--- src/rtl/uart_hex_seg_mux_pkg.sv ---
// ---------------------------------------------------------------------------
// uart_hex_seg_mux_pkg
// Shared definitions for the UART hex display controller:
//   - ASCII constants used by the character decoder
//   - RX state enumeration for uart_rx_8n1
//   - display digit record (valid flag + nibble)
//   - hex_to_seg   : nibble -> 7-segment glyph (seg[0]=a .. seg[6]=g)
//   - ascii_to_hex : ASCII byte -> {is_hex, nibble}
// ---------------------------------------------------------------------------
package uart_hex_seg_mux_pkg;

    localparam logic [7:0] ASCII_0    = 8'h30;
    localparam logic [7:0] ASCII_A    = 8'h41;
    localparam logic [7:0] ASCII_a    = 8'h61;
    localparam logic [7:0] ASCII_DASH = 8'h2D;

    localparam logic [6:0] SEG_BLANK  = 7'h00;

    typedef enum logic [1:0] {
        RX_IDLE,
        RX_START,
        RX_DATA,
        RX_STOP
    } rx_state_e;

    typedef struct packed {
        logic       valid;
        logic [3:0] nib;
    } digit_t;

    typedef struct packed {
        logic       is_hex;
        logic [3:0] nib;
    } hex_char_t;

    function automatic logic [6:0] hex_to_seg(input logic [3:0] nib);
        logic [6:0] s;
        case (nib)
            4'h0:    s = 7'h3F;
            4'h1:    s = 7'h06;
            4'h2:    s = 7'h5B;
            4'h3:    s = 7'h4F;
            4'h4:    s = 7'h66;
            4'h5:    s = 7'h6D;
            4'h6:    s = 7'h7D;
            4'h7:    s = 7'h07;
            4'h8:    s = 7'h7F;
            4'h9:    s = 7'h6F;
            4'hA:    s = 7'h77;
            4'hB:    s = 7'h7C;
            4'hC:    s = 7'h39;
            4'hD:    s = 7'h5E;
            4'hE:    s = 7'h79;
            default: s = 7'h71;
        endcase
        return s;
    endfunction

    function automatic hex_char_t ascii_to_hex(input logic [7:0] c);
        hex_char_t r;
        r.is_hex = 1'b0;
        r.nib    = 4'h0;
        if (c >= ASCII_0 && c <= ASCII_0 + 8'd9) begin
            r.is_hex = 1'b1;
            r.nib    = 4'(c - ASCII_0);
        end else if (c >= ASCII_A && c <= ASCII_A + 8'd5) begin
            r.is_hex = 1'b1;
            r.nib    = 4'(c - ASCII_A + 8'd10);
        end else if (c >= ASCII_a && c <= ASCII_a + 8'd5) begin
            r.is_hex = 1'b1;
            r.nib    = 4'(c - ASCII_a + 8'd10);
        end
        return r;
    endfunction

endpackage

--- src/rtl/uart_rx_8n1.sv ---
// ---------------------------------------------------------------------------
// uart_rx_8n1
// 8N1 UART receiver with a 2-flop input synchroniser.
//   clk_i        : system clock
//   rst_i        : asynchronous reset, active-high
//   rx_i         : serial line, idle high, asynchronous to clk_i
//   rx_byte_o    : last received byte (LSB first on the wire)
//   byte_valid_o : 1-cycle pulse, rx_byte_o holds a good frame
//   frame_err_o  : 1-cycle pulse, stop bit sampled low (byte discarded)
//   busy_o       : receiver is not idle
// ---------------------------------------------------------------------------
module uart_rx_8n1
    import uart_hex_seg_mux_pkg::*;
#(
    parameter int CLKS_PER_BIT = 10416
) (
    input  logic       clk_i,
    input  logic       rst_i,
    input  logic       rx_i,
    output logic [7:0] rx_byte_o,
    output logic       byte_valid_o,
    output logic       frame_err_o,
    output logic       busy_o
);

    localparam int CNT_W = $clog2(CLKS_PER_BIT);
    localparam logic [CNT_W-1:0] HALF_M1 = CNT_W'(CLKS_PER_BIT / 2 - 1);
    localparam logic [CNT_W-1:0] FULL_M1 = CNT_W'(CLKS_PER_BIT - 1);

    rx_state_e        state_q;
    logic [1:0]       sync_q;
    logic             armed_q;
    logic [CNT_W-1:0] clk_cnt_q;
    logic [2:0]       bit_cnt_q;
    logic [7:0]       shift_q;
    logic             byte_valid_q;
    logic             frame_err_q;
    logic             rx_s;

    assign rx_s = sync_q[1];

    // NOTE: sequential state uses non-blocking assignments so every register
    // samples the pre-edge values of the others, independent of statement order.
    always_ff @(posedge clk_i or posedge rst_i) begin
        if (rst_i) begin
            // Synchroniser resets low and armed_q clear: after reset the line
            // must be seen high before any falling edge counts as a start bit,
            // so a frame cut by reset cannot be picked up half-way.
            sync_q       <= 2'b00;
            armed_q      <= 1'b0;
            state_q      <= RX_IDLE;
            clk_cnt_q    <= '0;
            bit_cnt_q    <= '0;
            shift_q      <= '0;
            byte_valid_q <= 1'b0;
            frame_err_q  <= 1'b0;
        end else begin
            sync_q       <= {sync_q[0], rx_i};
            byte_valid_q <= 1'b0;
            frame_err_q  <= 1'b0;
            if (rx_s) begin
                armed_q <= 1'b1;
            end

            case (state_q)
                RX_IDLE: begin
                    if (armed_q && !rx_s) begin
                        state_q   <= RX_START;
                        clk_cnt_q <= '0;
                        bit_cnt_q <= '0;
                    end
                end
                RX_START: begin
                    if (clk_cnt_q == HALF_M1) begin
                        // Mid-start re-check; a high line here was a glitch.
                        clk_cnt_q <= '0;
                        state_q   <= rx_s ? RX_IDLE : RX_DATA;
                    end else begin
                        clk_cnt_q <= clk_cnt_q + CNT_W'(1);
                    end
                end
                RX_DATA: begin
                    if (clk_cnt_q == FULL_M1) begin
                        clk_cnt_q <= '0;
                        shift_q   <= {rx_s, shift_q[7:1]};
                        bit_cnt_q <= bit_cnt_q + 3'd1;
                        if (bit_cnt_q == 3'd7) begin
                            state_q <= RX_STOP;
                        end
                    end else begin
                        clk_cnt_q <= clk_cnt_q + CNT_W'(1);
                    end
                end
                RX_STOP: begin
                    if (clk_cnt_q == FULL_M1) begin
                        clk_cnt_q <= '0;
                        state_q   <= RX_IDLE;
                        if (rx_s) begin
                            byte_valid_q <= 1'b1;
                        end else begin
                            frame_err_q  <= 1'b1;
                        end
                    end else begin
                        clk_cnt_q <= clk_cnt_q + CNT_W'(1);
                    end
                end
                default: state_q <= RX_IDLE;
            endcase
        end
    end

    assign rx_byte_o    = shift_q;
    assign byte_valid_o = byte_valid_q;
    assign frame_err_o  = frame_err_q;
    assign busy_o       = (state_q != RX_IDLE);

endmodule

--- src/rtl/uart_hex_seg_mux.sv ---
// ---------------------------------------------------------------------------
// uart_hex_seg_mux
// UART-driven N-digit multiplexed seven-segment display controller.
// Hex characters received over 8N1 serial shift into a digit buffer
// (newest digit on the right); '-' blanks the display.
//   CLK100MHZ : system clock
//   RST       : asynchronous reset, active-high
//   uart_rx   : serial input, idle high
//   seg       : segments, seg[0]=a .. seg[6]=g (inverted if SEG_ACTIVE_LOW)
//   digit_sel : index of the digit currently driven, 0 = rightmost
//   led       : [0] frame error (sticky), [1] invalid char (sticky),
//               [2] rx busy, [3] toggles on each accepted hex char
// ---------------------------------------------------------------------------
module uart_hex_seg_mux
    import uart_hex_seg_mux_pkg::*;
#(
    parameter int  CLKS_PER_BIT   = 10416,
    parameter int  NUM_DIGITS     = 2,
    parameter int  REFRESH_CYCLES = 100000,
    parameter bit  SEG_ACTIVE_LOW = 1'b0,
    localparam int SEL_W          = (NUM_DIGITS > 2) ? $clog2(NUM_DIGITS) : 1
) (
    input  logic             CLK100MHZ,
    input  logic             RST,
    input  logic             uart_rx,
    output logic [6:0]       seg,
    output logic [SEL_W-1:0] digit_sel,
    output logic [3:0]       led
);

    localparam int REF_W = (REFRESH_CYCLES > 1) ? $clog2(REFRESH_CYCLES) : 1;
    localparam logic [REF_W-1:0] REF_LAST = REF_W'(REFRESH_CYCLES - 1);
    localparam logic [SEL_W-1:0] SEL_LAST = SEL_W'(NUM_DIGITS - 1);
    localparam logic [6:0]       SEG_OFF  = SEG_ACTIVE_LOW ? ~SEG_BLANK : SEG_BLANK;

    logic [7:0] rx_byte;
    logic       byte_valid;
    logic       frame_err;
    logic       rx_busy;

    uart_rx_8n1 #(
        .CLKS_PER_BIT (CLKS_PER_BIT)
    ) u_rx (
        .clk_i        (CLK100MHZ),
        .rst_i        (RST),
        .rx_i         (uart_rx),
        .rx_byte_o    (rx_byte),
        .byte_valid_o (byte_valid),
        .frame_err_o  (frame_err),
        .busy_o       (rx_busy)
    );

    // ---------------- character decode and display buffer ----------------
    digit_t [NUM_DIGITS-1:0] disp_q, disp_d;
    logic                    frame_led_q, frame_led_d;
    logic                    inval_led_q, inval_led_d;
    logic                    toggle_q, toggle_d;
    hex_char_t               hc;
    digit_t                  new_digit;

    assign hc              = ascii_to_hex(rx_byte);
    assign new_digit.valid = 1'b1;
    assign new_digit.nib   = hc.nib;

    // NOTE: every output of this block is given its hold value first, so no
    // path leaves it unassigned and no latch is inferred.
    always_comb begin
        disp_d      = disp_q;
        frame_led_d = frame_led_q;
        inval_led_d = inval_led_q;
        toggle_d    = toggle_q;

        if (frame_err) begin
            frame_led_d = 1'b1;
        end

        if (byte_valid) begin
            if (hc.is_hex) begin
                // Shift left by one digit; the oldest digit falls off the top.
                disp_d   = {disp_q[NUM_DIGITS-2:0], new_digit};
                toggle_d = ~toggle_q;
            end else if (rx_byte == ASCII_DASH) begin
                disp_d      = '0;
                frame_led_d = 1'b0;
                inval_led_d = 1'b0;
            end else begin
                inval_led_d = 1'b1;
            end
        end
    end

    // ---------------- refresh multiplexer ----------------
    logic [REF_W-1:0] ref_cnt_q;
    logic [SEL_W-1:0] sel_q, sel_next;
    logic [6:0]       seg_q, seg_raw, seg_next;

    // Explicit wrap keeps the sequence 0..NUM_DIGITS-1 for non-power-of-2 counts.
    assign sel_next = (sel_q == SEL_LAST) ? '0 : sel_q + SEL_W'(1);

    // Encoded from the registered buffer, so a write landing on the same edge
    // is shown at that digit's next refresh rather than mixed into this one.
    assign seg_raw  = disp_q[sel_next].valid ? hex_to_seg(disp_q[sel_next].nib) : SEG_BLANK;
    assign seg_next = SEG_ACTIVE_LOW ? ~seg_raw : seg_raw;

    always_ff @(posedge CLK100MHZ or posedge RST) begin
        if (RST) begin
            // NOTE: the digit buffer is reset because a blank display after
            // reset is part of the visible behaviour, not just initialisation.
            disp_q      <= '0;
            frame_led_q <= 1'b0;
            inval_led_q <= 1'b0;
            toggle_q    <= 1'b0;
            ref_cnt_q   <= '0;
            sel_q       <= '0;
            seg_q       <= SEG_OFF;
        end else begin
            disp_q      <= disp_d;
            frame_led_q <= frame_led_d;
            inval_led_q <= inval_led_d;
            toggle_q    <= toggle_d;
            if (ref_cnt_q == REF_LAST) begin
                // seg and digit_sel change on the same edge: no ghosting.
                ref_cnt_q <= '0;
                sel_q     <= sel_next;
                seg_q     <= seg_next;
            end else begin
                ref_cnt_q <= ref_cnt_q + REF_W'(1);
            end
        end
    end

    assign seg       = seg_q;
    assign digit_sel = sel_q;
    assign led       = {toggle_q, rx_busy, inval_led_q, frame_led_q};

endmodule

--- config.mk ---
export PLATFORM = sky130hd
export DESIGN_NAME = uart_hex_seg_mux
export DESIGN_NICKNAME = d
export VERILOG_FILES = /design/src/rtl/uart_hex_seg_mux_pkg.sv /design/src/rtl/uart_rx_8n1.sv /design/src/rtl/uart_hex_seg_mux.sv
export SDC_FILE = /design/constraint.sdc
export NUM_CORES = 1
export LEC_CHECK = 0
export BUFFER_PORTS_ARGS = -buffer_cell sky130_fd_sc_hd__buf_2
export CAP_MARGIN = 10
export CORE_ASPECT_RATIO = 1.4
export CORE_MARGIN = 3
export CORE_UTILIZATION = 35
export DETAILED_ROUTE_END_ITERATION = 12
export GPL_TIMING_DRIVEN = 0
export PLACE_DENSITY = 0.58
export SYNTH_ARGS = -nofsm -noshare
export SYNTH_HDL_FRONTEND = slang
export SYNTH_SLANG_ARGS = --single-unit
export TNS_END_PERCENT = 20
--- constraint.sdc ---
create_clock -name CLK100MHZ -period 2.6 [get_ports CLK100MHZ]
set_input_delay 0.26 -clock CLK100MHZ [delete_from_list [all_inputs] [get_ports CLK100MHZ]]
set_output_delay 0.26 -clock CLK100MHZ [all_outputs]
set_load 0.005 [all_outputs]
# After elaboration in Yosys (flattened, before gate mapping)
# Memory sizes are Yosys's and may differ from the RTL's.
# Index checks and enable logic that the tools add are counted.
[word_totals]
rom_bits = 112
latch_bits = 0
register_bits = 70
output_inout_bits = 12
memories = 1
ramBits = 0
inputBits = 3
[mem_list]
columns = ["memory", "words", "width", "read_ports", "rd_clocked_by_memory_dff", "write_ports", "line_no", "source"]
rows = [
  ["(no name shown)", 16, 7, 1, 0, 0, "uart_hex_seg_mux_pkg.sv:38", "case (nib)"],
]
[op_classes]
shifts = 0
magnitude_cmp = 7
bitwise_logic = 2
n_mux = 35
n_eq_ne = 13
multipliers = 0
reduce_logical = 16
n_div = 0
addsub = 9
[op_table]
columns = ["op", "n"]
rows = [
  ["$mux 14", 3],
  ["$pmux 14 s3", 1],
  ["$mux 5", 5],
  ["$mux 10", 2],
  ["$add 17x1->17 const B", 1],
  ["$eq 17x17->1 const B", 1],
  ["$mux 17", 1],
  ["$ge 8x7->1 const B", 2],
  ["$le 8x7->1 const B", 2],
  ["$add 14x1->14 const B", 1],
  ["$eq 14x13->1 const B", 1],
  ["$eq 14x14->1 const B", 1],
  ["$mux 1", 12],
  ["$mux 2", 6],
  ["$sub 4x1->4 const B", 3],
  ["$ne 2x1->1 const B", 5],
  ["$add 4x4->4 const B", 2],
  ["$eq 8x6->1 const B", 1],
  ["$ge 8x6->1 const B", 1],
  ["$le 8x6->1 const B", 1],
  ["$pmux 2 s4", 1],
  ["$reduce_and 2->1", 4],
  ["$mux 7", 1],
  ["$mux 3", 2],
  ["other kinds (15)", 22],
]

# Longest topological paths before layout
# Gate-level depths: netlist of run 1.
[logic_depth]
ltp_word = 7
ltp_mapped = 9

# Modules after synthesis
# A second synthesis of run 1 with hierarchy kept.
[hier_totals]
hier_cells = 355
hier_area_um2 = 3776.1
[by_module_without_submodules]
columns = ["mod", "seq_area_each_um2", "cells_each", "area_each_um2", "n_inst"]
rows = [
  ["uart_hex_seg_mux", 950.9, 205, 2147.1, 1],
  ["uart_rx_8n1", 800.8, 150, 1629.1, 1],
]

# Worst setup path after synthesis of run 1
# OpenSTA, ideal clock, no wires.
[synth_path]
kind = "reg-to-reg"
startpoint = "register u_rx.clk_cnt_q[0]"
endpoint = "register u_rx.shift_q[1] (netlist: u_rx.rx_byte_o[1])"
synth_period_minus_slack_ns = 2.066
path_slack_ns = 0.534
setup_time_ns = 0.125
t_arrival_ns = 1.941
required_time_ns = 2.475
stages_incl_launch_ff = 8
path_cell_list = "dfrtp_1 ha_1 and4_1 nand4_4 or3b_1 buf_2 buf_6 mux2_4"
[synth_via]
elab_chain_len = 2
[synth_rtl]
columns = ["element", "line_no", "source"]
rows = [
  ["start, declared", "uart_rx_8n1.sv:33", "logic [CNT_W-1:0] clk_cnt_q;"],
  ["start signal, assigned", "uart_rx_8n1.sv:79", "clk_cnt_q <= clk_cnt_q + CNT_W'(1);"],
  ["start signal, assigned", "uart_rx_8n1.sv:91", "clk_cnt_q <= clk_cnt_q + CNT_W'(1);"],
  ["start signal, assigned", "uart_rx_8n1.sv:104", "clk_cnt_q <= clk_cnt_q + CNT_W'(1);"],
  ["$eq 14x14->1", "uart_rx_8n1.sv:83", "if (clk_cnt_q == FULL_M1) begin"],
  ["$reduce_and 2->1 (no source line)", "n/a", ""],
  ["end signal, assigned", "uart_rx_8n1.sv:85", "shift_q <= {rx_s, shift_q[7:1]};"],
  ["end, declared", "uart_rx_8n1.sv:35", "logic [7:0] shift_q;"],
]
# No other way between the ends.
# A chain may end at the register's enable or synchronous reset.

# Worst setup path in the final report of run 1
[layout_path]
startpoint = "register ref_cnt_q[6]"
endpoint = "register seg_q[2] (netlist: seg[2])"
[layout_via]
elab_chain_len = 1
[layout_rtl]
columns = ["element", "line_no", "source"]
rows = [
  ["start, declared", "uart_hex_seg_mux.sv:93", "logic [REF_W-1:0] ref_cnt_q;"],
  ["start signal, assigned", "uart_hex_seg_mux.sv:127", "ref_cnt_q <= ref_cnt_q + REF_W'(1);"],
  ["$eq 17x17->1", "uart_hex_seg_mux.sv:121", "if (ref_cnt_q == REF_LAST) begin"],
  ["end signal, assigned", "uart_hex_seg_mux.sv:125", "seg_q <= seg_next;"],
  ["end, declared", "uart_hex_seg_mux.sv:95", "logic [6:0] seg_q, seg_raw, seg_next;"],
]
# No other way between the ends.

==> summary.txt, run 1 <==
Cells and area
  • Synthesis-to-layout area growth: 15.2%
  • Finished Core Util: 0.422
  • Nets: just over 400
  • Number of diodes: 0
  • Layout fillers: 1023
  • Share of cells above drive strength 1: 0.160
  • Post-route design area: 0.00427 mm2

Timing
  • Setup TNS: 0 ps
  • Post-layout min period: ~2400 ps
  • WHS: just under 40 ps
  • Setup WS post-layout: 230 ps
  • Unrepaired setup endpoints after global routing: false
  • Final number of hold-violating endpoints: 0
  • Fin crit share: 0.911
  • Slew HR: 0.275
  • Max-slew violations: 0
  • Skew final: roughly 5.9 ps
  • Highest clock rate: ~420 MHz
  • Worst Max-Slew Pin Slew: approximately 1100 ps
  • Final setup fails: 0

Route
  • Post-DR wirelength/cell: between 10 and 15 um
  • Pre-antenna DRT Iters: 4
  • Vias: between 2000 and 3000
  • Post-route antenna net violation count: 0
  • Vias per cell: 5.14
  • Final wirelength: 7050 um
  • Initial detailed-routing violation count: 94
  • DRC violations left: 0

Clock tree
  • Setup bufs post-CTS: 0
  • Post-CTS Hold Fix Bufs: 0
  • Worst skew pair latency: 330 ps
  • Max clock buf depth: 2
  • PostCTS Resize Cnt: 0
  • H-tree levels: 3
  • CTS tree: done
  • Clk slew on worst S/H paths: roughly 50 ps
  • CTS buffer count: 9
  • CTS Root Cell: clkbuf_16
  • Clock Sinks: 70

Placed design
  • Post-DP HPWL: around 5000 um
  • GPL Wtd Cong: ~0.81
  • IO Port Bufs: 14
  • Placed cell areas: 0.00395 mm2
  • Pre-CTS setup slack: approximately 240 ps

Floorplanning
  • Die H: 128 um
  • # IOs: 15
  • Total Die Area: between 0.01 and 0.015 mm2
  • Starting Density: 0.366
  • Die span in x: a little over 90 um
  • Row count: 43
  • Core area: between 0.01 and 0.015 mm2

Min path
  • Worst hold stages: 1
  • Hold path startpoint: uart_rx
  • Hold endpoint: u_rx.sync_q[0]
  • Hold Path Class: input pin to flip-flop

Pwr
  • Maximum vdd drop: between 0.3 and 0.4 mV
  • Leak: 1.92 nW
  • Pwr dens: ~660 mW/mm2

Critical path
  • Crit. End Element: flip-flop
  • RR Startpoint: ref_cnt_q[6]
  • Crit path kind: flip-flop to flip-flop
  • Crit path arrival time: roughly 2600 ps
  • Worst endpoint required time: around 2900 ps
  • Reg-to-reg setup timing slack: roughly 230 ps
  • Worst reg2reg path endpoint: seg[2]
  • CP max FO: 8
  • Worst R2R Path Depth: 4
  • Setup crit start kind: flip-flop

Synthesis
  • Cells after synthesis: 370
  • Yosys top cell by area: dfrtp_1
  • Most numerous cell in the Yosys netlist: dfrtp_1
  • Proportion of netlist area held by the largest area contributor: 0.473
  • YS warnings: 0
  • Register area share after synthesis: 0.473
  • Syn nets: roughly 390
  • Synth Cell Area: 0.00370 mm2
  • Post-synth EDFFs: 0
  • Distinct cell type count after synthesis: 58
  • Post-synth top cells: dfrtp_1 (70), nand2_1 (42), nor2_1 (27)
  • Async set-reset flop share out of synthesis: 1.00
  • Avg Inst Size Synth: around 10 um2
  • Synth top area cells: dfrtp_1 (47%), nand2_1 (4.3%), ha_1 (4.1%)
  • Seq cells post-synth: 70
  • Most used DFF post-synth: dfrtp_1

GRT
  • Total GRT Usage: 0.132
  • First-pass GRT wire length: around 13000 um
  • Vias in the first global route: between 2000 and 3000
  • Largest net degree at the start of global routing: roughly 70
  • Grt total ovfl: 0
  • Initial antenna violation count: 0

Status
  • Outcome: finished clean

Run
  • Max-cap viol count: 0
[logic make-up (layout without fill, tap and decap cells)]
| kind of cell | Yosys count | count (layout) | synth area share |
|---|---|---|---|
| AOI/OAI and AO/OA | 72 | 72 | 0.133 |
| adders and majority gates | 12 | 12 | 0.0405 |
| xor gates and xnor gates | 19 | 19 | 0.0449 |
| and+or+nand+nor | 144 | 144 | 0.207 |
| buffers and inverters | 36 | 65 | 0.0503 |
| muxes | 17 | 17 | 0.0510 |
| DFF | 70 | 70 | 0.473 |
[sequential cells by signal, indices dropped and copies added (netlist names), 2 cells and up, named ones only]
register,flops
u_rx.clk_cnt_q,14
ref_cnt_q,17
seg,7
u_rx.rx_byte_o,8
u_rx.sync_q,2
u_rx.bit_cnt_q,3
disp_q,10
[worst max path at each step]
stage	slack, ps	from	to
detailed placement	240	ref_cnt_q[6]	seg[2]
CTS	230	ref_cnt_q[6]	seg[2]
floorplan	530	u_rx.clk_cnt_q[0]	u_rx.rx_byte_o[1]
finish	230	ref_cnt_q[6]	seg[2]
global route	60	ref_cnt_q[6]	seg[2]
global placement	-310	RST	u_rx.clk_cnt_q[4]
[critical path: stages, from the launching register on]
cell and delay [ps]:
dfrtp_1 420, or4b_1 550, nor3_1 890, o311ai_0 320, nand2_1 130
[metal layers]
metal / GRT usage / up-vias / wire length (um)
li1: - / 1359 / -
met1: 0.161 / 1332 / 3180
met2: 0.221 / 43 / 3500
met3: 0.0270 / 13 / 196
met4: 0.0656 / 0 / 167
met5: 0 / - / 0
[cell type report]
type	count	area, um2	area share
Sequential cell	70	1750	0.410
Multi-Input combinational cell	264	1770	0.414
Timing Repair Buffer	14	70.1	0.0164
Clock buffer	11	253	0.0592
Clock inverter	4	70.1	0.0164
Tap cell	135	169	0.0396
Inverter	14	55.1	0.0129
Buffer	22	134	0.0314
[per-stage QoR]
stage          total power, mW  std cells
5_1_grt                   2.92        534
6_report                  2.80        534
2_1_floorplan             1.44        370
3_3_place_gp              1.49        519
4_1_cts                   2.83        534
3_5_place_dp              1.50        519
[report_power, final]
part	internal [mW]	switching (mW)
clock	0.883	0.437
combinational	0.111	0.142
sequential	1.15	0.0767
[cells in the final DEF (no fill, tap or decap), drive strengths merged, types with 3 or more instances in the layout]
master  netlist  routed
mux2          9       9
a22o          6       6
nor4b         3       3
or2           4       4
nand2        47      47
inv          14      14
nor3         10      10
ha           12      12
and3          3       3
clkbuf       11      22
a221o         4       4
a21oi        12      12
nor2b         4       4
nand4        11      11
nor3b         4       4
nand3        13      13
xor2          8       8
dfrtp        70      70
buf          11      25
xnor2        11      11
mux2i         8       8
nor2         27      27
o21ai        22      22
a31oi         8       8
and2          4       4
a211oi        3       3
(Power assumes the default switching activity.)
==> run 2: changes to the inputs <==
--- a/config.mk
+++ b/config.mk
@@ -5,14 +5,15 @@
 export SDC_FILE = /design/constraint.sdc
 export NUM_CORES = 1
 export LEC_CHECK = 0
+export ABC_AREA = 1
 export BUFFER_PORTS_ARGS = -buffer_cell sky130_fd_sc_hd__buf_2
 export CAP_MARGIN = 10
 export CORE_ASPECT_RATIO = 1.4
 export CORE_MARGIN = 3
-export CORE_UTILIZATION = 35
+export CORE_UTILIZATION = 49
 export DETAILED_ROUTE_END_ITERATION = 12
 export GPL_TIMING_DRIVEN = 0
-export PLACE_DENSITY = 0.58
+export PLACE_DENSITY = 0.74
 export SYNTH_ARGS = -nofsm -noshare
 export SYNTH_HDL_FRONTEND = slang
 export SYNTH_SLANG_ARGS = --single-unit
==> summary.txt, run 2 <==
Cells and area
  • Number of diodes: 0 (unchanged)
  • Nets: 542 (was 410)
  • Layout fillers: 711 (was 1023)
  • Max reg flops: 17 (unchanged)
  • Most frequent cells in the layout: nand2_1 (149), dfrtp_1 (70), inv_1 (64), nor2_1 (49), nand3_1 (40) (was dfrtp_1 (70), nand2_1 (42), nor2_1 (27), o21ai_0 (17), buf_2 (16))
  • Most common cell after layout, fill and taps aside: nand2_1 (was dfrtp_1)
  • Share of cells above drive strength 1: 0.117 (was 0.160)
  • Non-filler cells, final: 629 (was 534)
  • Biggest regs: ref_cnt_q x17, u_rx.clk_cnt_q x14, disp_q x10 (unchanged)
  • Post-route design area: 0.00429 mm2 (was 0.00427 mm2)
  • Synthesis-to-layout area growth: 10.8% (was 15.2%)
  • Largest register by flop count: ref_cnt_q (unchanged)

Run
  • Max-cap viol count: 0 (unchanged)

Synthesis
  • Post-synth top cells: nand2_1 (149), dfrtp_1 (70), inv_1 (65) (was dfrtp_1 (70), nand2_1 (42), nor2_1 (27))
  • Avg Inst Size Synth: 7.72 um2 (was 10.0 um2)
  • Synth top area cells: dfrtp_1 (45%), nand2_1 (14%), inv_1 (6.3%) (was dfrtp_1 (47%), nand2_1 (4.3%), ha_1 (4.1%))
  • Most used DFF post-synth: dfrtp_1 (unchanged)
  • Syn nets: 517 (was 385)
  • Proportion of netlist area held by the largest area contributor: 0.452 (was 0.473)
  • Distinct cell type count after synthesis: 34 (was 58)
  • Async set-reset flop share out of synthesis: 1.00 (unchanged)
  • Register area share after synthesis: 0.452 (was 0.473)
  • Cells after synthesis: 502 (was 370)
  • Seq cells post-synth: 70 (unchanged)
  • YS warnings: 0 (unchanged)
  • Post-synth EDFFs: 0 (unchanged)
  • Most numerous cell in the Yosys netlist: nand2_1 (was dfrtp_1)
  • Synth Cell Area: 0.00387 mm2 (was 0.00370 mm2)
  • Yosys top cell by area: dfrtp_1 (unchanged)

Critical path
  • Worst endpoint required time: 2880 ps (was 2860 ps)
  • Crit. End Element: flip-flop (unchanged)
  • CP max FO: 10 (was 8)
  • Setup crit start kind: flip-flop (unchanged)
  • Crit path kind: flip-flop to flip-flop (unchanged)
  • Crit path arrival time: 2220 ps (was 2630 ps)

Floorplanning
  • Die span in x: 81.1 um (was 92.9 um)
  • Starting Density: 0.517 (was 0.366)
  • Core area: 0.00750 mm2 (was 0.0101 mm2)
  • Total Die Area: 0.00902 mm2 (was 0.0119 mm2)
  • Die H: 111 um (was 128 um)
  • Row count: 37 (was 43)
  • # IOs: 15 (unchanged)

Timing
  • Skew final: 13.5 ps (was 5.93 ps)
  • Fin crit share: 0.743 (was 0.911)
  • Unrepaired setup endpoints after global routing: false (unchanged)
  • Max-slew violations: 0 (unchanged)
  • Post-layout min period: 1930 ps (was 2370 ps)
  • Final number of hold-violating endpoints: 0 (unchanged)
  • WHS: 33.9 ps (was 39.3 ps)
  • Highest clock rate: 518 MHz (was 422 MHz)
  • Setup WS post-layout: 668 ps (was 230 ps)
  • Final setup fails: 0 (unchanged)
  • Slew HR: 0.444 (was 0.275)
  • Worst Max-Slew Pin Slew: 834 ps (was 1080 ps)

Clock tree
  • Worst skew pair latency: 350 ps (was 330 ps)
  • Setup bufs post-CTS: 0 (unchanged)
  • Clk slew on worst S/H paths: 70 ps (was 50 ps)
  • PostCTS Resize Cnt: 0 (unchanged)
  • CTS tree: done (unchanged)
  • Clock Sinks: 70 (unchanged)
  • CTS Root Cell: clkbuf_8 (was clkbuf_16)
  • CTS buffer count: 9 (unchanged)
  • H-tree levels: 3 (unchanged)
  • Max clock buf depth: 2 (unchanged)
  • Post-CTS Hold Fix Bufs: 0 (unchanged)

Pwr
  • Net load switching power: 642 uW (was 656 uW)
  • Maximum vdd drop: 0.429 mV (was 0.393 mV)
  • Clock power frac: 0.405 (was 0.471)
  • Pwr dens: 561 mW/mm2 (was 657 mW/mm2)
  • Sequential Power Share: 0.478 (was 0.439)
  • Internal: 1.76 mW (was 2.15 mW)
  • Leak: 2.18 nW (was 1.92 nW)
  • Sw frac: 0.267 (was 0.234)
  • Combinational power share: 0.117 (was 0.090)

Placed design
  • GPL Wtd Cong: 0.921 (was 0.814)
  • Post-DP HPWL: 5350 um (was 4930 um)
  • Placed cell areas: 0.00407 mm2 (was 0.00395 mm2)
  • Pre-CTS setup slack: 670 ps (was 239 ps)
  • Placed insts: 613 (was 519)
  • IO Port Bufs: 14 (unchanged)

Route
  • Post-DR wirelength/cell: 11.4 um (was 13.2 um)
  • Post-route antenna net violation count: 0 (unchanged)
  • Vias: 3161 (was 2747)
  • Initial detailed-routing violation count: 129 (was 94)
  • Pre-antenna DRT Iters: 4 (unchanged)
  • Final wirelength: 7170 um (was 7050 um)
  • DRC violations left: 0 (unchanged)
  • Vias per cell: 5.03 (was 5.14)

GRT
  • GRT Max-Usage Layer: met2 (unchanged)
  • Vias in the first global route: 3231 (was 2727)
  • Met2 Use GR: 0.309 (was 0.221)
  • GRT met3 Usage: 0.0374 (was 0.0270)
  • Largest net degree at the start of global routing: 71 (unchanged)
  • First-pass GRT wire length: 13000 um (was 12600 um)
  • Met1 GRT Util: 0.204 (was 0.161)
  • Grt total ovfl: 0 (unchanged)
  • Total GRT Usage: 0.177 (was 0.132)
  • Initial antenna violation count: 0 (unchanged)

Status
  • Outcome: finished clean (unchanged)

Min path
  • Hold Path Class: input pin to flip-flop (unchanged)
[run 2: final cells by class]
type | count | area (um2) | area share
Multi-Input combinational cell | 353 | 1790 | 0.416
Buffer | 10 | 75.1 | 0.0175
Inverter | 69 | 264 | 0.0615
Clock buffer | 10 | 138 | 0.0321
Sequential cell | 70 | 1750 | 0.408
Clock inverter | 6 | 85.1 | 0.0198
Timing Repair Buffer | 14 | 70.1 | 0.0163
Tap cell | 97 | 121 | 0.0283
[run 2: power by group through the flow]
stage | logic (mW) | clock network, mW | registers, mW
2_1_floorplan | 0.216 | 0 | 1.16
3_3_place_gp | 0.276 | 0 | 1.17
6_report | 0.282 | 0.974 | 1.15
5_1_grt | 0.332 | 1.05 | 1.15
4_1_cts | 0.288 | 0.998 | 1.15
3_5_place_dp | 0.286 | 0 | 1.17
[run 2: worst paths after layout]
kind	from	to	slack, ps	cells past startpoint
setup / recovery	digit_sel	seg[5]	670	11
hold / removal	uart_rx	u_rx.sync_q[0]	30	1
setup reg to reg	digit_sel	seg[5]	670	11
hold reg to reg	u_rx.sync_q[0]	u_rx.sync_q[1]	350	0
max in group asynchronous	RST	u_rx.rx_byte_o[4]	1970	2
min in group asynchronous	RST	u_rx.clk_cnt_q[6]	70	2
[run 2: logic make-up after synthesis]
kind of cell             synth area share
AND/OR/NAND/NOR                     0.304
adder cells (fa/ha/maj)            0.0388
flip-flops                          0.452
buffers and inverters              0.0869
AO/OA/AOI/OAI                      0.0778
XOR/XNOR                           0.0407
[run 2: through the flow]
| step | util | setup TNS [ps] | total power, mW |
|---|---|---|---|
| 4_1_cts | 0.572 | 0 | 2.44 |
| 5_1_grt | 0.572 | 0 | 2.53 |
| 3_3_place_gp | 0.542 | -17380 | 1.44 |
| 2_1_floorplan | - | 0 | 1.38 |
| 3_5_place_dp | 0.542 | 0 | 1.46 |
| 6_report | 0.572 | 0 | 2.41 |
[run 2: metal layers]
| layer | routed length (um) | up-vias |
|---|---|---|
| met4 | 110 | 0 |
| li1 | - | 1632 |
| met2 | 3700 | 53 |
| met1 | 3130 | 1465 |
| met3 | 236 | 11 |
| met5 | 0 | - |
[run 2: critical path: stages (launching register included)]
cell,delay (ps)
dfrtp_1,430
buf_6,160
o21ai_0,370
inv_1,160
ha_1,210
inv_1,70
nor2_1,60
nor2_1,120
o21ai_0,110
nand2_1,100
nand2_1,50
nand2_1,50
